## config.mk

```make
export PLATFORM = sky130hd
export DESIGN_NAME = mips_mc_controller_flat
export DESIGN_NICKNAME = d
export VERILOG_FILES = /design/src/rtl/mips_pkg.sv /design/src/rtl/mips_mc_controller_if.sv /design/src/rtl/mips_aludec.sv /design/src/rtl/mips_mc_controller.sv /design/src/flat_wrapper.sv
export SDC_FILE = /design/constraint.sdc
export NUM_CORES = 1
export LEC_CHECK = 0
export ABC_AREA = 1
export BUFFER_PORTS_ARGS = -buffer_cell sky130_fd_sc_hd__buf_2
export CELL_PAD_IN_SITES_DETAIL_PLACEMENT = 0
export CELL_PAD_IN_SITES_GLOBAL_PLACEMENT = 1
export CORE_ASPECT_RATIO = 0.9
export CORE_MARGIN = 8
export CORE_UTILIZATION = 35
export CTS_BUF_LIST = sky130_fd_sc_hd__clkbuf_8 sky130_fd_sc_hd__clkbuf_16
export DETAILED_ROUTE_END_ITERATION = 8
export PLACE_DENSITY_LB_ADDON = 0.05
export SYNTH_ARGS = -nofsm -noshare
export SYNTH_HDL_FRONTEND = slang
export SYNTH_SLANG_ARGS = --single-unit
```

## constraint.sdc

```tcl
create_clock -name clk -period 3.1 [get_ports clk]
set_clock_uncertainty 0.05 [all_clocks]
set_input_delay 0.31 -clock clk [delete_from_list [all_inputs] [get_ports clk]]
set_output_delay 0.31 -clock clk [all_outputs]
set_load 0.1 [all_outputs]
```

## src/rtl/mips_pkg.sv

```systemverilog
// mips_pkg: shared opcode, funct, FSM-state and ALU-control constants for the multicycle MIPS controller
//   state_t : FSM state encoding (FETCH=0 .. JEX=11; codes 12-15 unused)
//   ctrl_t  : bundle of Moore control outputs produced for each state
//   moore() : per-state control decode, shared by reset and normal state updates
package mips_pkg;

    typedef enum logic [3:0] {
        FETCH   = 4'd0,
        DECODE  = 4'd1,
        MEMADR  = 4'd2,
        MEMRD   = 4'd3,
        MEMWB   = 4'd4,
        MEMWR   = 4'd5,
        RTYPEEX = 4'd6,
        RTYPEWB = 4'd7,
        BEQEX   = 4'd8,
        ADDIEX  = 4'd9,
        ADDIWB  = 4'd10,
        JEX     = 4'd11
    } state_t;

    localparam logic [5:0] OP_RTYPE = 6'b000000;
    localparam logic [5:0] OP_LW    = 6'b100011;
    localparam logic [5:0] OP_SW    = 6'b101011;
    localparam logic [5:0] OP_BEQ   = 6'b000100;
    localparam logic [5:0] OP_ADDI  = 6'b001000;
    localparam logic [5:0] OP_J     = 6'b000010;

    localparam logic [5:0] F_ADD = 6'b100000;
    localparam logic [5:0] F_SUB = 6'b100010;
    localparam logic [5:0] F_AND = 6'b100100;
    localparam logic [5:0] F_OR  = 6'b100101;
    localparam logic [5:0] F_SLT = 6'b101010;

    localparam logic [2:0] ALU_AND = 3'b000;
    localparam logic [2:0] ALU_OR  = 3'b001;
    localparam logic [2:0] ALU_ADD = 3'b010;
    localparam logic [2:0] ALU_SUB = 3'b110;
    localparam logic [2:0] ALU_SLT = 3'b111;

    localparam logic [1:0] ALUOP_ADD   = 2'b00;
    localparam logic [1:0] ALUOP_SUB   = 2'b01;
    localparam logic [1:0] ALUOP_FUNCT = 2'b10;

    localparam logic [1:0] SRCB_REG    = 2'b00;
    localparam logic [1:0] SRCB_FOUR   = 2'b01;
    localparam logic [1:0] SRCB_IMM    = 2'b10;
    localparam logic [1:0] SRCB_IMMSH2 = 2'b11;

    localparam logic [1:0] PCSRC_ALU    = 2'b00;
    localparam logic [1:0] PCSRC_ALUOUT = 2'b01;
    localparam logic [1:0] PCSRC_JUMP   = 2'b10;

    typedef struct packed {
        logic       pcwrite;
        logic       branch;
        logic       iord;
        logic       memwrite;
        logic       irwrite;
        logic       regwrite;
        logic       regdst;
        logic       memtoreg;
        logic       alusrca;
        logic [1:0] alusrcb;
        logic [1:0] pcsrc;
        logic [1:0] aluop;
    } ctrl_t;

    // Unused encodings fall through to all-zero so no strobe can fire from them.
    function automatic ctrl_t moore(state_t s);
        ctrl_t c;
        c = '0;
        case (s)
            FETCH: begin
                c.irwrite = 1'b1;
                c.pcwrite = 1'b1;
                c.alusrcb = SRCB_FOUR;
            end
            DECODE:  c.alusrcb = SRCB_IMMSH2;
            MEMADR, ADDIEX: begin
                c.alusrca = 1'b1;
                c.alusrcb = SRCB_IMM;
            end
            MEMRD:   c.iord = 1'b1;
            MEMWB: begin
                c.memtoreg = 1'b1;
                c.regwrite = 1'b1;
            end
            MEMWR: begin
                c.iord     = 1'b1;
                c.memwrite = 1'b1;
            end
            RTYPEEX: begin
                c.alusrca = 1'b1;
                c.aluop   = ALUOP_FUNCT;
            end
            RTYPEWB: begin
                c.regdst   = 1'b1;
                c.regwrite = 1'b1;
            end
            BEQEX: begin
                c.alusrca = 1'b1;
                c.aluop   = ALUOP_SUB;
                c.pcsrc   = PCSRC_ALUOUT;
                c.branch  = 1'b1;
            end
            ADDIWB:  c.regwrite = 1'b1;
            JEX: begin
                c.pcsrc   = PCSRC_JUMP;
                c.pcwrite = 1'b1;
            end
            default: c = '0;
        endcase
        return c;
    endfunction

endpackage

```

## src/rtl/mips_mc_controller_if.sv

```systemverilog
// mips_mc_controller_if: instruction/flag inputs and control outputs between datapath and controller
//   op, funct, zero     : datapath -> controller (IR fields, ALU zero flag)
//   pcen .. alucontrol  : controller -> datapath (enables, strobes, mux selects, ALU op)
//   illegal, state      : controller -> observer (bad-opcode/funct pulse, debug state)
//   master modport = datapath/bench side, slave modport = controller side
interface mips_mc_controller_if;
    logic [5:0] op;
    logic [5:0] funct;
    logic       zero;
    logic       pcen;
    logic       iord;
    logic       memwrite;
    logic       irwrite;
    logic       regwrite;
    logic       regdst;
    logic       memtoreg;
    logic       alusrca;
    logic [1:0] alusrcb;
    logic [1:0] pcsrc;
    logic [2:0] alucontrol;
    logic       illegal;
    logic [3:0] state;

    modport master (
        output op, funct, zero,
        input  pcen, iord, memwrite, irwrite, regwrite, regdst, memtoreg,
               alusrca, alusrcb, pcsrc, alucontrol, illegal, state
    );

    modport slave (
        input  op, funct, zero,
        output pcen, iord, memwrite, irwrite, regwrite, regdst, memtoreg,
               alusrca, alusrcb, pcsrc, alucontrol, illegal, state
    );
endinterface

```

## src/rtl/mips_aludec.sv

```systemverilog
// mips_aludec: maps the controller's aluop and the R-type funct field onto a 3-bit ALU operation
//   aluop[1:0]      : 00 add, 01 subtract, 10 use funct
//   funct[5:0]      : instr[5:0]
//   alucontrol[2:0] : ALU operation code
//   badfunct        : funct is not a supported R-type operation while aluop selects funct
module mips_aludec
    import mips_pkg::*;
(
    input  logic [1:0] aluop,
    input  logic [5:0] funct,
    output logic [2:0] alucontrol,
    output logic       badfunct
);
    logic [2:0] w_fn;
    logic       w_known;

    // Unsupported functs still execute as add so the instruction completes harmlessly.
    always_comb begin
        w_known = 1'b1;
        case (funct)
            F_ADD:   w_fn = ALU_ADD;
            F_SUB:   w_fn = ALU_SUB;
            F_AND:   w_fn = ALU_AND;
            F_OR:    w_fn = ALU_OR;
            F_SLT:   w_fn = ALU_SLT;
            default: begin
                w_fn    = ALU_ADD;
                w_known = 1'b0;
            end
        endcase
    end

    assign alucontrol = (aluop == ALUOP_SUB)   ? ALU_SUB :
                        (aluop == ALUOP_FUNCT) ? w_fn    : ALU_ADD;
    assign badfunct   = (aluop == ALUOP_FUNCT) && !w_known;
endmodule

```

## src/rtl/mips_mc_controller.sv

```systemverilog
// mips_mc_controller: multicycle MIPS control FSM (lw, sw, R-type, beq, addi, j)
//   clk   : rising-edge clock
//   reset : synchronous active-high reset, forces FETCH from any state
//   bus   : mips_mc_controller_if.slave -- op/funct/zero in, control strobes,
//           mux selects, alucontrol, illegal pulse and debug state out
module mips_mc_controller
    import mips_pkg::*;
(
    input  logic                  clk,
    input  logic                  reset,
    mips_mc_controller_if.slave   bus
);
    state_t r_state;
    state_t w_next;
    ctrl_t  r_ctrl;
    logic   w_badop;
    logic   w_badfunct;

    assign w_badop = !(bus.op inside {OP_RTYPE, OP_LW, OP_SW, OP_BEQ, OP_ADDI, OP_J});

    always_comb begin
        w_next = FETCH;
        case (r_state)
            FETCH:   w_next = DECODE;
            DECODE:  w_next = (bus.op == OP_LW || bus.op == OP_SW) ? MEMADR  :
                              (bus.op == OP_RTYPE)                 ? RTYPEEX :
                              (bus.op == OP_BEQ)                   ? BEQEX   :
                              (bus.op == OP_ADDI)                  ? ADDIEX  :
                              (bus.op == OP_J)                     ? JEX     : FETCH;
            MEMADR:  w_next = (bus.op == OP_LW) ? MEMRD : MEMWR;
            MEMRD:   w_next = MEMWB;
            RTYPEEX: w_next = RTYPEWB;
            ADDIEX:  w_next = ADDIWB;
            default: w_next = FETCH;
        endcase
    end

    // Moore outputs are registered alongside the state by decoding the next state.
    always_ff @(posedge clk) begin
        if (reset) begin
            r_state <= FETCH;
            r_ctrl  <= moore(FETCH);
        end else begin
            r_state <= w_next;
            r_ctrl  <= moore(w_next);
        end
    end

    mips_aludec u_aludec (
        .aluop      (r_ctrl.aluop),
        .funct      (bus.funct),
        .alucontrol (bus.alucontrol),
        .badfunct   (w_badfunct)
    );

    // Branch resolution uses this cycle's zero flag, so pcen stays combinational.
    assign bus.pcen     = r_ctrl.pcwrite | (r_ctrl.branch & bus.zero);
    assign bus.iord     = r_ctrl.iord;
    assign bus.memwrite = r_ctrl.memwrite;
    assign bus.irwrite  = r_ctrl.irwrite;
    assign bus.regwrite = r_ctrl.regwrite;
    assign bus.regdst   = r_ctrl.regdst;
    assign bus.memtoreg = r_ctrl.memtoreg;
    assign bus.alusrca  = r_ctrl.alusrca;
    assign bus.alusrcb  = r_ctrl.alusrcb;
    assign bus.pcsrc    = r_ctrl.pcsrc;
    assign bus.illegal  = (r_state == DECODE && w_badop) || (r_state == RTYPEEX && w_badfunct);
    assign bus.state    = r_state;
endmodule

```

## src/flat_wrapper.sv

```systemverilog
// flat-port wrapper written by rule: the top's interface ports become plain ports
module mips_mc_controller_flat import mips_pkg::*;
  (clk, reset, bus_op, bus_funct, bus_zero, bus_pcen, bus_iord, bus_memwrite, bus_irwrite, bus_regwrite, bus_regdst, bus_memtoreg, bus_alusrca, bus_alusrcb, bus_pcsrc, bus_alucontrol, bus_illegal, bus_state);
  mips_mc_controller_if bus_i ();
  input  logic clk;
  input  logic reset;
  input wire logic [$bits(bus_i.op)-1:0] bus_op;
  input wire logic [$bits(bus_i.funct)-1:0] bus_funct;
  input wire logic [$bits(bus_i.zero)-1:0] bus_zero;
  output wire logic [$bits(bus_i.pcen)-1:0] bus_pcen;
  output wire logic [$bits(bus_i.iord)-1:0] bus_iord;
  output wire logic [$bits(bus_i.memwrite)-1:0] bus_memwrite;
  output wire logic [$bits(bus_i.irwrite)-1:0] bus_irwrite;
  output wire logic [$bits(bus_i.regwrite)-1:0] bus_regwrite;
  output wire logic [$bits(bus_i.regdst)-1:0] bus_regdst;
  output wire logic [$bits(bus_i.memtoreg)-1:0] bus_memtoreg;
  output wire logic [$bits(bus_i.alusrca)-1:0] bus_alusrca;
  output wire logic [$bits(bus_i.alusrcb)-1:0] bus_alusrcb;
  output wire logic [$bits(bus_i.pcsrc)-1:0] bus_pcsrc;
  output wire logic [$bits(bus_i.alucontrol)-1:0] bus_alucontrol;
  output wire logic [$bits(bus_i.illegal)-1:0] bus_illegal;
  output wire logic [$bits(bus_i.state)-1:0] bus_state;
  assign bus_i.op = bus_op;
  assign bus_i.funct = bus_funct;
  assign bus_i.zero = bus_zero;
  assign bus_pcen = bus_i.pcen;
  assign bus_iord = bus_i.iord;
  assign bus_memwrite = bus_i.memwrite;
  assign bus_irwrite = bus_i.irwrite;
  assign bus_regwrite = bus_i.regwrite;
  assign bus_regdst = bus_i.regdst;
  assign bus_memtoreg = bus_i.memtoreg;
  assign bus_alusrca = bus_i.alusrca;
  assign bus_alusrcb = bus_i.alusrcb;
  assign bus_pcsrc = bus_i.pcsrc;
  assign bus_alucontrol = bus_i.alucontrol;
  assign bus_illegal = bus_i.illegal;
  assign bus_state = bus_i.state;
  mips_mc_controller u_core (.clk(clk), .reset(reset), .bus(bus_i));
endmodule
```

==> flow_metrics.tcl <==
set metrics [dict create \
    status "finished clean" \
    power_leakage_nw 0.659 \
    cts_setup_buffers 0 \
    startpoint_type "flop" \
    power_per_cell_area_nw_per_um2 444 \
    seqCellArea_um2 340 \
    rsz0062_at_grt "no" \
    layout-drive-gt1-share_pct 33.7 \
    antenna_left 0 \
    synth_nets 151 \
    p_seq_share_pct 44.5 \
    p_sw_share_pct 34.0 \
    end_kind "primary output" \
    synth_flop_cell "dfxtp_1" \
    synth_seq_cells 17 \
    min_period_ns 2.21 \
    crit_chain "inv_2 > nor2_4 > nand3_2 > inv_1 > nand3_1 > o32ai_4 > buf_2" \
    finalSetupViolations 0 \
    ir_drop_mv 0.467 \
    syn_area_um2 930 \
    arrival_ns 1.85 \
    hold_path_end "u_core.bus.state[3]" \
    syn2layout_area_growth_pct 24.8 \
    num_antenna_cells 0 \
    die_h_um 64.9 \
    syn-mean-instance-area_um2 6.84 \
    worst_pin_slew_ns 0.489 \
    drc_errors 0 \
    r2r-end "u_core.bus.alusrca" \
    comb_power_share_pct 23.6 \
    grt_max_degree 11 \
    syn_inst 136 \
    hold_path_class "in2reg" \
    fin_nets 185 \
    holdPathStages 2 \
    dieWidth_um 70.3 \
    fin_crit_sh_pct 71.3 \
    synth_top_area_share_pct 36.6 \
    ys_warn_count 0 \
    cts_resized 0 \
    track_usage_pct 9.75 \
    worst-path-max-fanout 5 \
    die_area_um2 4560 \
    routed_wl_mm 2.22 \
    htreeDepth 1 \
    cts_hold_buf 0 \
    finalHoldViolations 0 \
    multiInputGateArea_um2 477 \
    p_int_w 0.000340 \
    post-synth-top-count-cell "nand2_1" \
    grt_pass1_vias 901 \
    clockPowerShare_pct 31.9 \
    place_area_um2 1110 \
    hp-start "reset" \
    rrSetupSlack_ns 1.61 \
    synth.area.top_cells "dfxtp_1, nand3_1, nand2_1" \
    path_class "reg2out" \
    place_inst 193 \
    synth_top_area_cell "dfxtp_1" \
    clock_latency_ns 0.25 \
    synth_cell_types 20 \
    cap_viol_max_count 0 \
    rr_startpoint "u_core.bus.state[0]" \
    instances_no_fill 197 \
    antenna_found_initial 0 \
    p_sw_w 0.000175 \
    dp_hpwl_mm 1.86 \
    slew_viol_final 0 \
    relSlewSlack_pct 67.1 \
    max_freq_mhz 452 \
    critical-path-top-delay-family "buffers and inverters" \
    path_clk_slew_ns 0.07 \
    cpMaxStageDelayCell "buf_2" \
    required_ns 2.74 \
    ys_seq_area_share_pct 36.6 \
    critPathMaxStageDelay_ns 0.46 \
    finish.instance_area_um2 1160 \
    gp_congestion 0.796 \
    coreArea_um2 2490 \
    drtPass1Iterations 5 \
    dr_total_vias 899 \
    drt_iter0_markers 32 \
    layout_setup_ws_ns 0.889 \
    pre_cts_ws_ns 0.964 \
    clk_path_buf_depth 2 \
    via_per_inst 4.56 \
    tns_ns 0 \
    grt.overflow.total 0 \
    cts_tree "done" \
    clock_tree.root_cell "clkbuf_8" \
    ys_top_cells_by_count "nand2_1, nand3_1, inv_1" \
    synth_edf_count 0 \
    num_rows 17 \
    initial_utilization_pct 37.4 \
    cts_buffers 3 \
    route.detailed.wl_per_inst_um 11.3 \
    crit_buf_inv 3 \
    async_flop_share_pct 0 \
    port_buffers 34 \
    io_pins 35 \
    ff2ff_path_depth 11 \
    grt_pass1_wl_mm 3.77 \
    nFillCells 268 \
    clkSinkCount 17 \
]
-- state kept, by name, indices dropped and copies added (netlist names) --
name and count:
u_core.bus.pcsrc 1, u_core.bus.state 4, u_core.bus.memtoreg 1, u_core.bus.alusrcb 2, u_core.bus.regdst 1, u_core.bus.irwrite 1
u_core.bus.alusrca 1, u_core.bus.iord 1, u_core.bus.regwrite 1, u_core.r_ctrl 3, u_core.bus.memwrite 1
-- power groups by stage --
stage | logic, W | clock network (W) | registers [W]
after detailed placement | 0.000122 | 0 | 0.000234
after CTS | 0.000122 | 0.000169 | 0.000229
final | 0.000121 | 0.000164 | 0.000229
after global placement | 0.000122 | 0 | 0.000234
after floorplan | 0.0000759 | 0 | 0.000258
after global routing | 0.000131 | 0.000177 | 0.000230
-- worst max-delay path by stage --
| stage | from | to | slack, ns | cells past startpoint |
|---|---|---|---|---|
| after global placement | bus_funct[4] | bus_alucontrol[0] | 1.00 | 7 |
| after floorplan | u_core.r_ctrl[13] | bus_alucontrol[2] | 0.25 | 2 |
| after detailed placement | bus_funct[4] | bus_alucontrol[0] | 0.96 | 7 |
| final | u_core.bus.state[1] | bus_illegal | 0.89 | 7 |
| after global routing | u_core.bus.state[1] | bus_illegal | 0.75 | 7 |
| after CTS | u_core.bus.state[1] | bus_illegal | 0.87 | 7 |
-- layer usage --
layer | share of wire (%) | global-route usage (%) | vias up
met5 | 0 | 0 | -
met4 | 0 | 0 | 0
met3 | 10 | 5.78 | 0
met2 | 41 | 15.3 | 32
met1 | 49 | 11.9 | 376
li1 | - | - | 491
-- per-stage QoR --
step / hold WS, ns / util (%) / total power, W
5_1_grt: 0.295 / 46.6 / 0.000538
2_1_floorplan: 0.596 / - / 0.000334
6_report: 0.277 / 46.6 / 0.000515
3_3_place_gp: 0.499 / 44.7 / 0.000356
3_5_place_dp: 0.498 / 44.7 / 0.000356
4_1_cts: 0.276 / 46.6 / 0.000521
-- area by class of cell --
type                            instances  area share (%)
Clock buffer                            3            3.56
Tap cell                               28            3.02
Clock inverter                          1           0.432
Timing Repair Buffer                   34            14.7
Multi-Input combinational cell         90            41.1
Sequential cell                        17            29.3
Inverter                               24            7.87
-- kinds of logic (layout without fill, tap and decap cells) --
| family | Yosys count | in the layout | synth area share (%) |
|---|---|---|---|
| buf+inv | 29 | 62 | 14.1 |
| flops | 17 | 17 | 36.6 |
| simple gates | 84 | 84 | 45.4 |
| compound gates | 6 | 6 | 3.90 |
-- cell usage in the layout (no fill, tap or decap) --
cell type	count
clkbuf_8	3
nand4_1	3
nand3_2	2
clkinv_2	2
nand2_2	4
a21o_1	1
nand2_1	24
dfxtp_1	17
o21ai_1	1
nor2_2	5
nand3_1	23
inv_2	2
nor2_1	15
inv_1	21
buf_2	34
nor2_4	3
nor3_1	4
o21ai_0	1
a21oi_1	2
nand2_4	1
o32ai_4	1
(Power assumes the default switching activity.)
